File: config.mk
export PLATFORM = sky130hd
export DESIGN_NAME = aes_round_key_sequencer_flat
export DESIGN_NICKNAME = d
export VERILOG_FILES = /design/src/rtl/aes_round_key_sequencer_if.sv /design/src/rtl/aes_round_key_sequencer.sv /design/src/flat_wrapper.sv
export SDC_FILE = /design/constraint.sdc
export NUM_CORES = 1
export LEC_CHECK = 0
export CORE_ASPECT_RATIO = 0.75
export CORE_MARGIN = 2
export CORE_UTILIZATION = 35
export DETAILED_ROUTE_END_ITERATION = 10
export MAX_ROUTING_LAYER = met4
export PLACE_DENSITY = 0.63
export SETUP_SLACK_MARGIN = 0.3
export SLEW_MARGIN = 20
export SYNTH_ARGS = -nofsm -noshare
export SYNTH_HDL_FRONTEND = slang
export SYNTH_SLANG_ARGS = --single-unit
File: constraint.sdc
create_clock -name clk -period 2.8 [get_ports clk]
set_clock_uncertainty 0.1 [all_clocks]
set_input_delay 0.56 -clock clk [delete_from_list [all_inputs] [get_ports clk]]
set_output_delay 0.56 -clock clk [all_outputs]
set_load 0.05 [all_outputs]
File: src/rtl/aes_round_key_sequencer_if.sv
// Round-key handshake bundle between the sequencer and the
// AES round datapath (valid/ready with 128-bit key payload).
interface aes_round_key_sequencer_if #(
  parameter int RN_W = 4
);
  logic            rk_valid;
  logic            rk_ready;
  logic [127:0]    rk_data;
  logic [RN_W-1:0] rk_round;
  logic            rk_last;

  modport master (
    output rk_valid,
    output rk_data,
    output rk_round,
    output rk_last,
    input  rk_ready
  );

  modport slave (
    input  rk_valid,
    input  rk_data,
    input  rk_round,
    input  rk_last,
    output rk_ready
  );
endinterface

File: src/rtl/aes_round_key_sequencer.sv
// Walks key_expand's word port, 4 words per round, and streams
// 128-bit round keys in encrypt (0..NR) or decrypt (NR..0) order.
module aes_round_key_sequencer #(
  parameter int NR   = 10,
  parameter int RN_W = 4
) (
  input  logic            clk,
  input  logic            reset,
  input  logic            key_start,
  input  logic            key_done,
  output logic [RN_W-1:0] ke_round_key_num,
  output logic [1:0]      ke_r_index,
  input  logic [31:0]     ke_round_key,
  input  logic            start,
  input  logic            decrypt,
  aes_round_key_sequencer_if.master rk,
  output logic            busy,
  output logic            err
);

  localparam logic [1:0] IDLE    = 2'd0;
  localparam logic [1:0] FETCH   = 2'd1;
  localparam logic [1:0] PRESENT = 2'd2;

  localparam logic [RN_W-1:0] LAST = RN_W'(NR);
  localparam logic [RN_W-1:0] ONE  = RN_W'(1);
  localparam logic [RN_W-1:0] ZERO = '0;

  logic [1:0]      state;
  logic [1:0]      widx;
  logic            dec;
  logic            lead;
  logic            key_ok;
  logic [RN_W-1:0] nxt;

  assign busy = (state != IDLE);
  assign nxt  = dec ? (rk.rk_round - ONE)
                    : (rk.rk_round + ONE);

  always_ff @(posedge clk or negedge reset) begin
    if (!reset) begin
      state            <= IDLE;
      widx             <= 2'd0;
      dec              <= 1'b0;
      lead             <= 1'b0;
      key_ok           <= 1'b0;
      err              <= 1'b0;
      ke_round_key_num <= '0;
      ke_r_index       <= 2'd0;
      rk.rk_valid      <= 1'b0;
      rk.rk_data       <= '0;
      rk.rk_round      <= '0;
      rk.rk_last       <= 1'b0;
    end else begin
      err <= 1'b0;
      if (key_start)
        key_ok <= 1'b0;
      else if (key_done)
        key_ok <= 1'b1;

      if (key_start) begin
        state            <= IDLE;
        widx             <= 2'd0;
        lead             <= 1'b0;
        ke_round_key_num <= '0;
        ke_r_index       <= 2'd0;
        rk.rk_valid      <= 1'b0;
        rk.rk_last       <= 1'b0;
      end else begin
        case (state)
          IDLE: begin
            ke_round_key_num <= '0;
            ke_r_index       <= 2'd0;
            if (start && key_ok) begin
              dec              <= decrypt;
              rk.rk_round      <= decrypt ? LAST : ZERO;
              ke_round_key_num <= decrypt ? LAST : ZERO;
              widx             <= 2'd0;
              lead             <= 1'b1;
              state            <= FETCH;
            end else if (start) begin
              err <= 1'b1;
            end
          end
          FETCH: begin
            // First cycle only settles the registered word select
            if (lead) begin
              lead <= 1'b0;
            end else begin
              unique case (widx)
                2'd0: rk.rk_data[127:96] <= ke_round_key;
                2'd1: rk.rk_data[95:64]  <= ke_round_key;
                2'd2: rk.rk_data[63:32]  <= ke_round_key;
                2'd3: rk.rk_data[31:0]   <= ke_round_key;
              endcase
              if (widx == 2'd3) begin
                state       <= PRESENT;
                rk.rk_valid <= 1'b1;
                rk.rk_last  <= dec ? (rk.rk_round == ZERO)
                                   : (rk.rk_round == LAST);
              end else begin
                widx       <= widx + 2'd1;
                ke_r_index <= widx + 2'd1;
              end
            end
          end
          PRESENT: begin
            if (rk.rk_ready) begin
              rk.rk_valid <= 1'b0;
              rk.rk_last  <= 1'b0;
              if (rk.rk_last) begin
                state            <= IDLE;
                ke_round_key_num <= '0;
                ke_r_index       <= 2'd0;
              end else begin
                rk.rk_round      <= nxt;
                ke_round_key_num <= nxt;
                ke_r_index       <= 2'd0;
                widx             <= 2'd0;
                lead             <= 1'b1;
                state            <= FETCH;
              end
            end
          end
          default: state <= IDLE;
        endcase
      end
    end
  end

endmodule

File: src/flat_wrapper.sv
// flat-port wrapper written by rule: the top's interface ports become plain ports
module aes_round_key_sequencer_flat 
#(
  parameter int NR   = 10,
  parameter int RN_W = 4
)
  (clk, reset, key_start, key_done, ke_round_key_num, ke_r_index, ke_round_key, start, decrypt, busy, err, rk_rk_valid, rk_rk_data, rk_rk_round, rk_rk_last, rk_rk_ready);
  aes_round_key_sequencer_if #(.RN_W(RN_W)) rk_i ();
  input  logic clk;
  input  logic reset;
  input  logic key_start;
  input  logic key_done;
  output logic [RN_W-1:0] ke_round_key_num;
  output logic [1:0] ke_r_index;
  input  logic [31:0] ke_round_key;
  input  logic start;
  input  logic decrypt;
  output logic busy;
  output logic err;
  output wire logic [$bits(rk_i.rk_valid)-1:0] rk_rk_valid;
  output wire logic [$bits(rk_i.rk_data)-1:0] rk_rk_data;
  output wire logic [$bits(rk_i.rk_round)-1:0] rk_rk_round;
  output wire logic [$bits(rk_i.rk_last)-1:0] rk_rk_last;
  input wire logic [$bits(rk_i.rk_ready)-1:0] rk_rk_ready;
  assign rk_rk_valid = rk_i.rk_valid;
  assign rk_rk_data = rk_i.rk_data;
  assign rk_rk_round = rk_i.rk_round;
  assign rk_rk_last = rk_i.rk_last;
  assign rk_i.rk_ready = rk_rk_ready;
  aes_round_key_sequencer #(.NR(NR), .RN_W(RN_W)) u_core (.clk(clk), .reset(reset), .key_start(key_start), .key_done(key_done), .ke_round_key_num(ke_round_key_num), .ke_r_index(ke_r_index), .ke_round_key(ke_round_key), .start(start), .decrypt(decrypt), .rk(rk_i), .busy(busy), .err(err));
endmodule
Word-level counts from Yosys, hierarchy flattened
Cells that the tools add are included.
Widths: inputs -> output; s select.
{"block": "classes", "reduce_logical": 22, "bitwise": 2, "n_shift": 0, "eq_ne": 15, "n_lt_le_gt_ge": 0, "n_div": 0, "multipliers": 0, "add_sub_neg": 3, "mux": 49}
{"cell": "$mux 4", "count": 9}
{"cell": "$reduce_and 4->1", "count": 8}
{"cell": "$mux 2", "count": 13}
{"cell": "$mux 1", "count": 19}
{"cell": "$pmux 2 s3", "count": 3}
{"cell": "$pmux 4 s2", "count": 2}
{"cell": "$ne 3x3->1 const B", "count": 4}
{"cell": "$eq 2x2->1 const B", "count": 3}
{"cell": "$ne 3x2->1 const B", "count": 2}
{"cell": "$reduce_and 6->1", "count": 1}
{"cell": "$reduce_bool 2->1", "count": 3}
{"cell": "$reduce_bool 3->1", "count": 2}
{"cell": "$reduce_and 5->1", "count": 1}
{"cell": "$add 4x1->4 const B", "count": 1}
{"cell": "$eq 2x1->1 const B", "count": 2}
{"cell": "$eq 4x4->1 const B", "count": 1}
{"cell": "$logic_not 2->1", "count": 2}
{"cell": "$logic_not 4->1", "count": 1}
{"cell": "$ne 2x2->1 const B", "count": 2}
{"cell": "$pmux 1 s2", "count": 2}
{"cell": "$reduce_bool 4->1", "count": 1}
{"cell": "$sub 4x1->4 const B", "count": 1}
{"cell": "$pmux 1 s3", "count": 1}
{"cell": "$reduce_and 3->1", "count": 1}
{"cell": "5 further kinds", "count": 6}
{"block": "totals", "romBits": 0, "latch_bits": 0, "mem_bits_rw": 0, "inputBits": 39, "memories": 0, "word_cells": 106, "ff_bits": 148}

Depth between registers and ports, before layout
{"block": "depth", "ltp_word": 6, "mapped_depth": 8}

Worst setup path after synthesis
No wires, ideal clock.
{"block": "synth_path", "path_kind": "register to register", "startpoint": "register u_core.state[1]", "endpoint": "register u_core.rk.rk_data[100]", "path_buffers": 2, "path_slack_ns": 0.827, "setup_ns": 0.125, "stages_incl_launch_ff": 9, "arrival_ns": 1.748, "path_cell_list": "dfrtp_1 inv_1 ha_1 nor2b_2 nor2b_4 and2_4 buf_6 buf_12 mux2_4"}
{"block": "synth_between", "elab_chain_cells": 2}
{"element": "start, declared", "line_no": "aes_round_key_sequencer.sv:29", "text": "logic [1:0] state;"}
{"element": "start signal, assigned", "line_no": "aes_round_key_sequencer.sv:42", "text": "state <= IDLE;"}
{"element": "start signal, assigned", "line_no": "aes_round_key_sequencer.sv:62", "text": "state <= IDLE;"}
{"element": "start signal, assigned", "line_no": "aes_round_key_sequencer.sv:80", "text": "state <= FETCH;"}
{"element": "$eq 2x1->1", "line_no": "aes_round_key_sequencer.sv:70", "text": "case (state)"}
{"element": "$reduce_and 4->1 (no line)"}
{"element": "end signal, assigned", "line_no": "aes_round_key_sequencer.sv:91", "text": "2'd0: rk.rk_data[127:96] <= ke_round_key;"}
{"element": "end, declared", "line_no": "aes_round_key_sequencer_if.sv:14", "text": "output rk_data,"}
Every way passes these cells.
A chain may end at the register's enable or synchronous reset.

Worst setup path in the final report
{"block": "layout_path", "startpoint": "register u_core.rk.rk_round[0]", "endpoint": "output port rk_rk_round[0]"}
{"element": "start, declared", "line_no": "aes_round_key_sequencer_if.sv:15", "text": "output rk_round,"}
{"element": "start signal, assigned", "line_no": "aes_round_key_sequencer.sv:76", "text": "rk.rk_round <= decrypt ? LAST : ZERO;"}
{"element": "start signal, assigned", "line_no": "aes_round_key_sequencer.sv:116", "text": "rk.rk_round <= nxt;"}
{"element": "end, declared", "line_no": "flat_wrapper.sv:22", "text": "output wire logic [$bits(rk_i.rk_round)-1:0] rk_rk_round;"}
No word-level cell between the ends.

==> results by group <==
Run status
  • Status: finished, final reports clean

Timing
  • Unrepaired setup endpoints after global routing: false
  • Finish-stage setup viols: 0
  • Worst slew pin tran: 0.576 ns
  • Slew Viols, Final: 0
  • Fin Setup TNS: 0 ns
  • Fin crit share: 87.2%
  • Min Tclk post-route: 2.44 ns
  • Slew headroom: 61.5%
  • Max Freq: 410 MHz
  • Fin. Hold Viols: 0

Synthesis
  • Synth unique cells: 44
  • Most numerous cell in the Yosys netlist: dfrtp_1
  • FF+latch count, synth: 148
  • Post-synthesis simple-gate area fraction: 3.76%
  • Largest cells by area after synthesis: dfrtp_1 (56%), mux2_4 (27%), buf_12 (3.6%), mux2_1 (2.2%), ha_1 (1.9%)
  • Main combinational cell family by area after synthesis: multiplexers
  • Mapped Nets: 447
  • Synth warnings: 0
  • Post-Synth XOR/XNOR Area: 0.264%
  • Post-Syn Area: 0.00663 mm2
  • Synth Area in Compound Gates: 3.00%
  • Number of synthesized flops with an enable pin: 0
  • Adder-cell area share of the yosys netlist: 2.19%
  • Multiplexer share of the synthesized area: 30.0%
  • Async S/R FF share, synth: 100%
  • Mean Syn Cell Area: 16.7 um2
  • Cells after synthesis: 397
  • Synth top area share: 55.9%
  • Top_reg_cell synth: dfrtp_1
  • Leading post-synthesis cells by instance count: dfrtp_1 (148), mux2_4 (120), mux2_1 (13)
  • Seq/Total Area, Yosys: 55.9%
  • Cell taking the most area after synthesis: dfrtp_1

Critical path
  • Crit path kind: flip-flop to primary output
  • R2R depth: 7
  • Worst Setup Start Kind: flip-flop
  • Termination of the worst setup path: rk_rk_round[0]
  • Critical path cell sequence: clkdlybuf4s50_1
  • Worst R2R Setup Slack: 0.46 ns
  • RR Endpoint: u_core.rk.rk_data[125]$_DFFE_PN0P_
  • Critical R2R Launch: u_core.state[1]$_DFFE_PN0P_
  • Crit-path max cell delay: 0.86 ns
  • Worst path arrival time: 1.78 ns
  • Crit path max-delay cell type: clkdlybuf4s50_1
  • WP buf/inv: 1
  • Crit path depth: 1
  • Crit. End Element: primary output
  • Worst EP required: 2.14 ns
  • CP Max Fanout: 7
  • Crit path from: u_core.rk.rk_round[0]$_DFFE_PN0P_
  • Delay-heaviest family, CP: buffers and inverters

Global routing
  • Largest net degree at the start of global routing: 57
  • Global-route wire length before repair: 24.2 mm
  • Global route overflow: 0
  • Initial antenna violation count: 0
  • Vias in the first global route: 4202
  • Total track usage: 16.4%

Layout
  • Multi-input gate area: 0.00260 mm2
  • Finished Core Util: 50.0%
  • Sequential cell area: 0.00370 mm2
  • Nets: 641
  • Fillcell total: 1587
  • Area Overhead vs Synth: 39.6%
  • Fraction of layout cells with a size suffix above 1: 28.8%
  • ANT cells: 0

CTS
  • CTS sink cnt: 148
  • CTS clk-pin slew, worst paths: 0.06 ns
  • Cts bufs inserted: 17
  • CTS tree: yes
  • Clock Tree Buf Depth: 2
  • CTS Root Cell: clkbuf_16
  • H-tree Lvls: 4
  • Skew-Pair Late Insertion Delay: 0.42 ns

Floorplan
  • Core area: 0.0185 mm2
  • Die width: 163 um
  • Row count: 43
  • Full die area: 0.0201 mm2
  • Chip height: 123 um
  • Io pins: 181
  • Initial Util: 35.8%

Job
  • Maxcap violations: 0

Route
  • Wire length per cell: 18.2 um
  • DRT Wirelength: 15.5 mm
  • DR pass1 iterations: 4
  • Via-per-instance ratio: 4.70
  • Final ANT Viol Nets: 0
  • Initial drt markers: 205
  • DRC viols: 0
  • Routed vias: 3989

Placed design
  • RePlAce Congestion: 0.791
  • # port buffers: 180
  • DP HPWL: 10.9 mm

Power and ir drop
  • Power Dens Cells: 1000 mW/mm2
  • Worst vdd ir: 0.527 mV
  • Pleak: 4.15 nW

Min path
  • HP Class: primary input to async pin
-- through the flow --
stage               setup slack [ns]  area [um2]  hold WS [ns]  std cells  power [mW]
global route                   0.307        9250        0.0336        848        9.68
finish                         0.360        9250       0.00558        848        9.29
CTS                            0.332        9250       0.00917        848        9.36
global placement               0.300        8660         0.370        819        6.96
detailed placement             0.256        8660         0.369        819        7.02
floorplan                      0.827        6630         0.164        397        5.70
-- timing repair --
action / 4_1_cts / 5_1_grt
buffers inserted: 0 / 0
gates resized for setup: 3 / 0
hold buffers: 0 / 0
setup endpoints to repair: 1 / 0
-- cells in the final DEF (no fill, tap or decap), types with 2 or more instances in the layout --
master and count:
mux2i_1 3, and2_4 4, clkinv_4 2, clkbuf_8 3, nand3_1 3, ha_1 10
nor2_1 12, nand4_1 2, o21ai_1 2, nand2b_1 3, a21oi_1 7, nor2b_1 4
bufinv_16 3, clkbuf_16 17, mux2_1 13, inv_1 7, a211o_1 2, o2bb2ai_1 2
xnor2_1 2, clkinv_2 3, o21ai_0 3, dfrtp_1 148, nand2_1 9, buf_12 9
a211oi_1 2, mux2_4 120, clkdlybuf4s50_1 178, a32o_1 2, buf_4 4
-- power by group --
part	internal (mW)	total [mW]	switching, mW
sequential	2.61	2.96	0.357
clock	1.45	2.31	0.854
combinational	1.62	4.02	2.40
-- sequential cells by signal (all words and copies together) (netlist names) --
signal,cells
u_core.rk.rk_valid,1
u_core.ke_r_index,2
u_core.state,2
u_core.key_ok,1
u_core.err,1
u_core.widx,2
u_core.rk.rk_data,128
u_core.rk.rk_round,4
u_core.lead,1
u_core.dec,1
u_core.ke_round_key_num,4
u_core.rk.rk_last,1
-- worst min-delay path by stage --
stage | startpoint | endpoint | slack (ns) | cells after the start
2_1_floorplan | reset | u_core.dec$_DFFE_PN0P_ | 0.16 | 0
3_3_place_gp | u_core.rk.rk_data[32]$_DFFE_PN0P_ | u_core.rk.rk_data[32]$_DFFE_PN0P_ | 0.37 | 1
3_5_place_dp | u_core.rk.rk_valid$_DFFE_PN0P_ | u_core.rk.rk_valid$_DFFE_PN0P_ | 0.37 | 1
4_1_cts | reset | u_core.rk.rk_data[86]$_DFFE_PN0P_ | 0.009 | 1
5_1_grt | reset | u_core.rk.rk_data[91]$_DFFE_PN0P_ | 0.03 | 1
6_report | reset | u_core.rk.rk_data[86]$_DFFE_PN0P_ | 0.006 | 1
-- layer usage --
metal  vias up  wire (um)  share of wire (%)  GRT usage (%)
li1       1779          -                  -              -
met1      2047       7510                 49           22.8
met2       146       6720                 43           23.4
met3        17       1050                6.8           4.70
met4         0        172                1.1           4.76
met5         -          0                  0              -
-- cell families after synthesis --
kind of cell    count (synthesis)
flops                         148
mux                           137
simple gates                   45
compound gates                 28
buf+inv                        26
fa+ha+maj                      11
xor+xnor                        2
-- area by class of cell --
class                   instances  share of cell area, %
clock buffers                  20                   5.04
repair buffers                193                   21.8
clock inverters                 9                   1.41
inverters                       8                  0.324
flip-flops and latches        148                   40.0
well taps                     247                   3.34
multi-input cells             223                   28.1
No activity file was read; power rests on OpenSTA's default activity.
